### config.mk
export PLATFORM = sky130hd
export DESIGN_NAME = muldiv_sequencer_flat
export DESIGN_NICKNAME = d
export VERILOG_FILES = /design/src/rtl/muldiv_sequencer_if.sv /design/src/rtl/muldiv_sequencer.sv /design/src/flat_wrapper.sv
export SDC_FILE = /design/constraint.sdc
export NUM_CORES = 1
export LEC_CHECK = 0
export CORE_AREA = 2 2 226 272
export DETAILED_ROUTE_END_ITERATION = 12
export DIE_AREA = 0 0 228 274
export PLACE_DENSITY = 0.61
export SYNTH_ARGS = -nofsm -noshare
export SYNTH_HDL_FRONTEND = slang
export SYNTH_SLANG_ARGS = --single-unit
### constraint.sdc
create_clock -name clk -period 10.89 [get_ports clk]
set_clock_uncertainty 0.15 [all_clocks]
set_input_delay 2.178 -clock clk [delete_from_list [all_inputs] [get_ports clk]]
set_output_delay 2.178 -clock clk [all_outputs]
set_load 0.1 [all_outputs]
### src/rtl/muldiv_sequencer_if.sv
// Handshake and data bundle between the EX stage and the iterative
// multiply/divide sequencer. The EX/MA pipeline side is the master and the
// sequencer is the slave.
interface muldiv_sequencer_if;
  logic        start_ex;
  logic [2:0]  alu_code_ex;
  logic [31:0] rs1_data_ex;
  logic [31:0] rs2_data_ex;
  logic [4:0]  rd_adr_ex;
  logic        kill_ex;
  logic        stall_ex;
  logic        done_md;
  logic        wbk_md;
  logic [4:0]  rd_adr_md;
  logic [31:0] rd_data_md;

  modport master (
    output start_ex, alu_code_ex, rs1_data_ex, rs2_data_ex, rd_adr_ex, kill_ex,
    input  stall_ex, done_md, wbk_md, rd_adr_md, rd_data_md
  );

  modport slave (
    input  start_ex, alu_code_ex, rs1_data_ex, rs2_data_ex, rd_adr_ex, kill_ex,
    output stall_ex, done_md, wbk_md, rd_adr_md, rd_data_md
  );
endinterface

### src/rtl/muldiv_sequencer.sv
// Iterative RV32M multiply/divide sequencer beside the EX-stage ALU.
// Operands are latched as magnitudes plus sign flags on start. A 32-step
// shift-add multiply or restoring divide follows, then a fix-up cycle applies
// signs and the RISC-V special cases. The result is presented for one cycle
// in DONE while stall_ex is released.
// Optional feature macro: MULDIV_EARLY_OUT_EN. When it is defined,
// divide-by-zero and signed overflow skip the loop entirely, and a multiply
// leaves the loop once no set multiplier bits remain.
module muldiv_sequencer #(
  parameter int XLEN  = 32,
  parameter int CNT_W = 5
) (
  input logic               clk,
  input logic               rst,
  muldiv_sequencer_if.slave bus
);

  typedef enum logic [1:0] {S_IDLE, S_CALC, S_FIX, S_DONE} state_t;

  state_t state_reg, state_next;

  // Multiply: acc = product, mcand = shifted multiplicand, mplier = remaining bits.
  // Divide:   acc = {remainder, dividend/quotient}, mcand[XLEN-1:0] = divisor.
  logic [2*XLEN-1:0] acc_reg, mcand_reg;
  logic [XLEN-1:0]   mplier_reg, rs1_raw_reg;
  logic [2:0]        op_reg;
  logic              neg_a_reg, neg_b_reg, div0_reg, ovf_reg;
  logic [4:0]        rd_adr_reg, rd_adr_md_reg;
  logic [XLEN-1:0]   rd_data_md_reg;
  logic [CNT_W-1:0]  cnt_reg;

  logic              go, stall, done, skip_calc, mul_early;
  logic              signed_a, signed_b, neg_a, neg_b, div0_in, ovf_in;
  logic [XLEN-1:0]   abs_a, abs_b;
  logic [2*XLEN-1:0] acc_step, mcand_step;
  logic [XLEN-1:0]   mplier_step, sub, quo, remv, res_fix;
  logic [XLEN:0]     part;
  logic [2*XLEN-1:0] prod;

  assign go = (state_reg == S_IDLE) && bus.start_ex && !bus.kill_ex;

  // Decode the incoming operation: operand signedness, magnitudes, special cases.
  always_comb begin
    signed_a = !((bus.alu_code_ex == 3'd3) || (bus.alu_code_ex == 3'd5) ||
                 (bus.alu_code_ex == 3'd7));
    signed_b = signed_a && (bus.alu_code_ex != 3'd2);
    neg_a    = signed_a && bus.rs1_data_ex[XLEN-1];
    neg_b    = signed_b && bus.rs2_data_ex[XLEN-1];
    abs_a    = neg_a ? -bus.rs1_data_ex : bus.rs1_data_ex;
    abs_b    = neg_b ? -bus.rs2_data_ex : bus.rs2_data_ex;
    div0_in  = bus.alu_code_ex[2] && (bus.rs2_data_ex == '0);
    ovf_in   = bus.alu_code_ex[2] && !bus.alu_code_ex[0] &&
               (bus.rs1_data_ex == {1'b1, {(XLEN-1){1'b0}}}) &&
               (bus.rs2_data_ex == '1);
  end

`ifdef MULDIV_EARLY_OUT_EN
  assign skip_calc = div0_in || ovf_in;
  assign mul_early = !op_reg[2] && (mplier_reg[XLEN-1:1] == '0);
`else
  assign skip_calc = 1'b0;
  assign mul_early = 1'b0;
`endif

  // One loop iteration: shift-add for multiply, compare/subtract for divide.
  always_comb begin
    acc_step    = acc_reg;
    mcand_step  = mcand_reg;
    mplier_step = mplier_reg;
    part        = {acc_reg[2*XLEN-1:XLEN], acc_reg[XLEN-1]};
    // Only the low word is kept: when part >= divisor the difference fits.
    sub         = part[XLEN-1:0] - mcand_reg[XLEN-1:0];
    if (op_reg[2]) begin
      if (part >= {1'b0, mcand_reg[XLEN-1:0]})
        acc_step = {sub, acc_reg[XLEN-2:0], 1'b1};
      else
        acc_step = {part[XLEN-1:0], acc_reg[XLEN-2:0], 1'b0};
    end else begin
      if (mplier_reg[0])
        acc_step = acc_reg + mcand_reg;
      mcand_step  = mcand_reg << 1;
      mplier_step = mplier_reg >> 1;
    end
  end

  // Sign fix-up and result selection, with special cases overriding the loop.
  always_comb begin
    prod = (neg_a_reg ^ neg_b_reg) ? -acc_reg : acc_reg;
    quo  = (neg_a_reg ^ neg_b_reg) ? -acc_reg[XLEN-1:0] : acc_reg[XLEN-1:0];
    remv = neg_a_reg ? -acc_reg[2*XLEN-1:XLEN] : acc_reg[2*XLEN-1:XLEN];
    if (!op_reg[2])
      res_fix = (op_reg == 3'd0) ? prod[XLEN-1:0] : prod[2*XLEN-1:XLEN];
    else if (div0_reg)
      res_fix = op_reg[1] ? rs1_raw_reg : '1;
    else if (ovf_reg)
      res_fix = op_reg[1] ? '0 : {1'b1, {(XLEN-1){1'b0}}};
    else
      res_fix = op_reg[1] ? remv : quo;
  end

  // State register.
  always_ff @(posedge clk or posedge rst) begin
    if (rst) state_reg <= S_IDLE;
    else     state_reg <= state_next;
  end

  // Next-state logic plus stall/done outputs; kill_ex always returns to IDLE.
  always_comb begin
    state_next = state_reg;
    stall      = 1'b0;
    done       = 1'b0;
    case (state_reg)
      S_IDLE: begin
        if (go) begin
          stall      = 1'b1;
          state_next = skip_calc ? S_FIX : S_CALC;
        end
      end
      S_CALC: begin
        stall = 1'b1;
        if (bus.kill_ex)                         state_next = S_IDLE;
        else if ((cnt_reg == '0) || mul_early)   state_next = S_FIX;
      end
      S_FIX: begin
        stall      = 1'b1;
        state_next = bus.kill_ex ? S_IDLE : S_DONE;
      end
      S_DONE: begin
        done       = !bus.kill_ex;
        state_next = S_IDLE;
      end
      default: state_next = S_IDLE;
    endcase
  end

  // Operand latch, iteration registers and the held result.
  always_ff @(posedge clk or posedge rst) begin
    if (rst) begin
      acc_reg        <= '0;
      mcand_reg      <= '0;
      mplier_reg     <= '0;
      rs1_raw_reg    <= '0;
      op_reg         <= '0;
      neg_a_reg      <= 1'b0;
      neg_b_reg      <= 1'b0;
      div0_reg       <= 1'b0;
      ovf_reg        <= 1'b0;
      rd_adr_reg     <= '0;
      cnt_reg        <= '0;
      rd_adr_md_reg  <= '0;
      rd_data_md_reg <= '0;
    end else begin
      case (state_reg)
        S_IDLE: begin
          if (go) begin
            op_reg      <= bus.alu_code_ex;
            neg_a_reg   <= neg_a;
            neg_b_reg   <= neg_b;
            div0_reg    <= div0_in;
            ovf_reg     <= ovf_in;
            rs1_raw_reg <= bus.rs1_data_ex;
            rd_adr_reg  <= bus.rd_adr_ex;
            cnt_reg     <= CNT_W'(XLEN - 1);
            if (bus.alu_code_ex[2]) begin
              acc_reg    <= {{XLEN{1'b0}}, abs_a};
              mcand_reg  <= {{XLEN{1'b0}}, abs_b};
              mplier_reg <= '0;
            end else begin
              acc_reg    <= '0;
              mcand_reg  <= {{XLEN{1'b0}}, abs_a};
              mplier_reg <= abs_b;
            end
          end
        end
        S_CALC: begin
          acc_reg    <= acc_step;
          mcand_reg  <= mcand_step;
          mplier_reg <= mplier_step;
          if (cnt_reg != '0) cnt_reg <= cnt_reg - 1'b1;
        end
        S_FIX: begin
          if (!bus.kill_ex) begin
            rd_data_md_reg <= res_fix;
            rd_adr_md_reg  <= rd_adr_reg;
          end
        end
        default: ;
      endcase
    end
  end

  assign bus.stall_ex   = stall;
  assign bus.done_md    = done;
  assign bus.wbk_md     = done && (rd_adr_md_reg != '0);
  assign bus.rd_adr_md  = rd_adr_md_reg;
  assign bus.rd_data_md = rd_data_md_reg;

endmodule
### src/flat_wrapper.sv
// flat-port wrapper written by rule: the top's interface ports become plain ports
module muldiv_sequencer_flat 
#(
  parameter int XLEN  = 32,
  parameter int CNT_W = 5
)
  (clk, rst, bus_start_ex, bus_alu_code_ex, bus_rs1_data_ex, bus_rs2_data_ex, bus_rd_adr_ex, bus_kill_ex, bus_stall_ex, bus_done_md, bus_wbk_md, bus_rd_adr_md, bus_rd_data_md);
  muldiv_sequencer_if bus_i ();
  input logic clk;
  input logic rst;
  input wire logic [$bits(bus_i.start_ex)-1:0] bus_start_ex;
  input wire logic [$bits(bus_i.alu_code_ex)-1:0] bus_alu_code_ex;
  input wire logic [$bits(bus_i.rs1_data_ex)-1:0] bus_rs1_data_ex;
  input wire logic [$bits(bus_i.rs2_data_ex)-1:0] bus_rs2_data_ex;
  input wire logic [$bits(bus_i.rd_adr_ex)-1:0] bus_rd_adr_ex;
  input wire logic [$bits(bus_i.kill_ex)-1:0] bus_kill_ex;
  output wire logic [$bits(bus_i.stall_ex)-1:0] bus_stall_ex;
  output wire logic [$bits(bus_i.done_md)-1:0] bus_done_md;
  output wire logic [$bits(bus_i.wbk_md)-1:0] bus_wbk_md;
  output wire logic [$bits(bus_i.rd_adr_md)-1:0] bus_rd_adr_md;
  output wire logic [$bits(bus_i.rd_data_md)-1:0] bus_rd_data_md;
  assign bus_i.start_ex = bus_start_ex;
  assign bus_i.alu_code_ex = bus_alu_code_ex;
  assign bus_i.rs1_data_ex = bus_rs1_data_ex;
  assign bus_i.rs2_data_ex = bus_rs2_data_ex;
  assign bus_i.rd_adr_ex = bus_rd_adr_ex;
  assign bus_i.kill_ex = bus_kill_ex;
  assign bus_stall_ex = bus_i.stall_ex;
  assign bus_done_md = bus_i.done_md;
  assign bus_wbk_md = bus_i.wbk_md;
  assign bus_rd_adr_md = bus_i.rd_adr_md;
  assign bus_rd_data_md = bus_i.rd_data_md;
  muldiv_sequencer #(.XLEN(XLEN), .CNT_W(CNT_W)) u_core (.clk(clk), .rst(rst), .bus(bus_i));
endmodule
==> flow_summary.toml <==
[outcome]
outcome = "complete, no violations"

[power_and_ir_drop]
power_frac_seq = 0.223
power.internal_mw = 3.78
comb_power_share = 0.649
p_leak_nw = 9.78
p_total_mw = 8.36
switchingPower_mw = 4.58
ir_drop_mv = 0.168
p_clk_frac = 0.129
swShare = 0.548
pwr_density_cell_nw_per_um2 = 354

[global_route]
antenna_found_initial = 3
grt_pass1_vias = 19700
grt_max_degree = 130
grt_overflow_total = 0
grt_pass1_wl_mm = 125
track_usage = 0.259

[floorplan]
die_h_um = 274
io_pins = 116
design.core.area_um2 = 60200
dieWidth_um = 228
start_util = 0.345
rows = 99
dieArea_um2 = 62500

[min_path]
hp-start = "u_core.rd_adr_reg[4]$_DFFE_PP0P_"
hold_end = "u_core.bus.rd_adr_md[4]$_DFFE_PP0P_"
hold_path.class = "register to register"
hold_depth = 2

[routing]
wire_per_inst_um = 24.2
drc_errors = 0
via_per_inst = 6.01
ant_nets = 0
drt_iter0_drc = 1992
first_pass_iters = 5
vias = 20600
routed_wl_mm = 83.3

[logic_synthesis]
synth_most_common_cell = "nand2_1"
synth_largest_area_cell = "dfrtp_1"
synthAdderAreaFrac = 0.0664
synth_nets = 2786
synth_cell_types = 80
synth_top_area_frac = 0.299
synth-seq-cells = 248
yosysSeqAreaShare = 0.299
synth_area_um2 = 20800
synth_compound_area_frac = 0.280
synth_top_family_by_area = "compound AO/OA/AOI/OAI gates"
dominantRegCellSynth = "dfrtp_1"
synth-edff-count = 0
async_flop_share = 1.00
synthSimpleGateAreaFrac = 0.166
netlist_instances = 2601
synth.avg_cell_area_um2 = 7.99
synth.area.top_cells = "dfrtp_1 30%, ha_1 6.4%, xnor2_1 6.2%"
yosys_warnings = 0
netlist_top_cells_count = "272 x nand2_1, 254 x a21oi_1, 249 x o21ai_0, 248 x dfrtp_1, 210 x nor2_1"
synth_mux_area_frac = 0.0427
synth-xor-area-share = 0.0995

[placed_design]
place_hpwl_mm = 62.9
place.gp.congestion = 0.994
port_buffers = 115
dp.cells = 3379

[setup_path]
crit_fanout = 6
arrival_ns = 4.26
timing.rr.start = "u_core.mcand_reg[0]$_DFFE_PP0P_"
reg2reg_setup_slack_ns = 6.09
path_class = "input pin to output port"
cp.required_ns = 8.56
r2r_cells = 13
crit_path_end_kind = "output port"
rr_endpoint = "u_core.acc_reg[62]$_DFFE_PP0P_"
worst_setup_path_start_kind = "input pin"

[cts]
root_buffer = "clkbuf_16"
cts_tree = "done"
clk_pin_slew_ns = 0.06
cts_hold_buf = 0
ctsResizeCount = 0
cts_setup_buffers = 0
numCtsBuffers = 30
cts_htree_levels = 1
clockBufferDepth = 3
clock_latency_ns = 0.62
clkSinkCount = 248

[sta]
fmax_ghz = 0.152
tightest_slew_ns = 1.20
rsz0062_at_grt = "no"
setup-tns-final_ns = 0
slew_viol_final = 0
min_period_over_period = 0.605
hold_violations = 0
min_period_ns = 6.59
setup_violations = 0
slew_headroom = 0.195

[finish]
final_util = 0.393
drive_gt1_frac = 0.0609
syn2layout_area_growth_pct = 13.8
instances_no_fill = 3437
nets = 2788

[run]
maxCapViolations = 0
==> layout by cell type (no fill, tap or decap), types with 50 or more instances in the layout <==
cell type | netlist | routed
clkdlybuf4s50_1 | 0 | 114
a21o_1 | 50 | 50
inv_1 | 83 | 82
xor2_1 | 89 | 88
nand2_1 | 272 | 271
o21ai_0 | 249 | 249
dfrtp_1 | 248 | 247
xnor2_1 | 147 | 146
nor3_1 | 65 | 65
a211oi_1 | 58 | 58
nor2_1 | 210 | 209
a21oi_1 | 254 | 252
ha_1 | 107 | 106
==> through the flow <==
| stage | hold WS (ns) | worst slack (ns) | instance area (µm²) |
|---|---|---|---|
| final | 0.320 | 4.30 | 23600 |
| after global routing | 0.339 | 4.23 | 23600 |
| after CTS | 0.323 | 4.30 | 23600 |
| after detailed placement | 0.308 | 4.31 | 22600 |
| after global placement | 0.294 | 4.31 | 22600 |
| after floorplan | 0.283 | 1.75 | 20800 |
==> critical path: stages <==
cell and delay, ns:
clkdlybuf4s50_1 0.50, nand3b_1 0.22, a21oi_1 0.19, clkdlybuf4s50_1 1.16
==> worst max path at each step <==
stage,to,depth (start not counted),from,slack (ns)
final,bus_stall_ex,4,bus_kill_ex,4.30
after detailed placement,bus_stall_ex,4,bus_kill_ex,4.31
after CTS,bus_stall_ex,4,bus_kill_ex,4.30
after floorplan,u_core.acc_reg[0]$_DFFE_PP0P_,1,rst,1.75
after global routing,bus_stall_ex,4,bus_kill_ex,4.23
after global placement,bus_stall_ex,4,bus_kill_ex,4.31
==> layer usage <==
metal,up-vias,track usage,share of wire
li1,9494,-,-
met1,10100,0.325,0.40
met2,862,0.433,0.47
met3,211,0.0256,0.063
met4,0,0.157,0.067
met5,-,0,0
==> final cells by class <==
cell class	count	area, µm²
diodes	2	5.00
clock buffers	40	828
clock inverters	16	218
fillers	6155	36600
inverters	85	327
multi-input cells	2092	13600
flip-flops and latches	248	6210
well taps	808	1010
repair buffers	146	1390
==> logic make-up (layout without fill, tap and decap cells) <==
| logic type | after synthesis | after routing |
|---|---|---|
| AOI/OAI and AO/OA | 916 | 916 |
| xor gates and xnor gates | 236 | 236 |
| adders and majority gates | 109 | 109 |
| buffers and inverters | 261 | 287 |
| DFF | 248 | 248 |
| muxes | 83 | 83 |
| other | 0 | 2 |
| and+or+nand+nor | 748 | 748 |
==> power by group through the flow <==
stage,combinational [mW],clock (mW),sequential (mW)
floorplan,3.58,0,1.91
global placement,5.27,0,1.84
detailed placement,5.31,0,1.85
CTS,5.34,1.09,1.83
global route,5.86,1.13,1.89
finish,5.42,1.08,1.86
No activity file was read; power rests on OpenSTA's default activity.
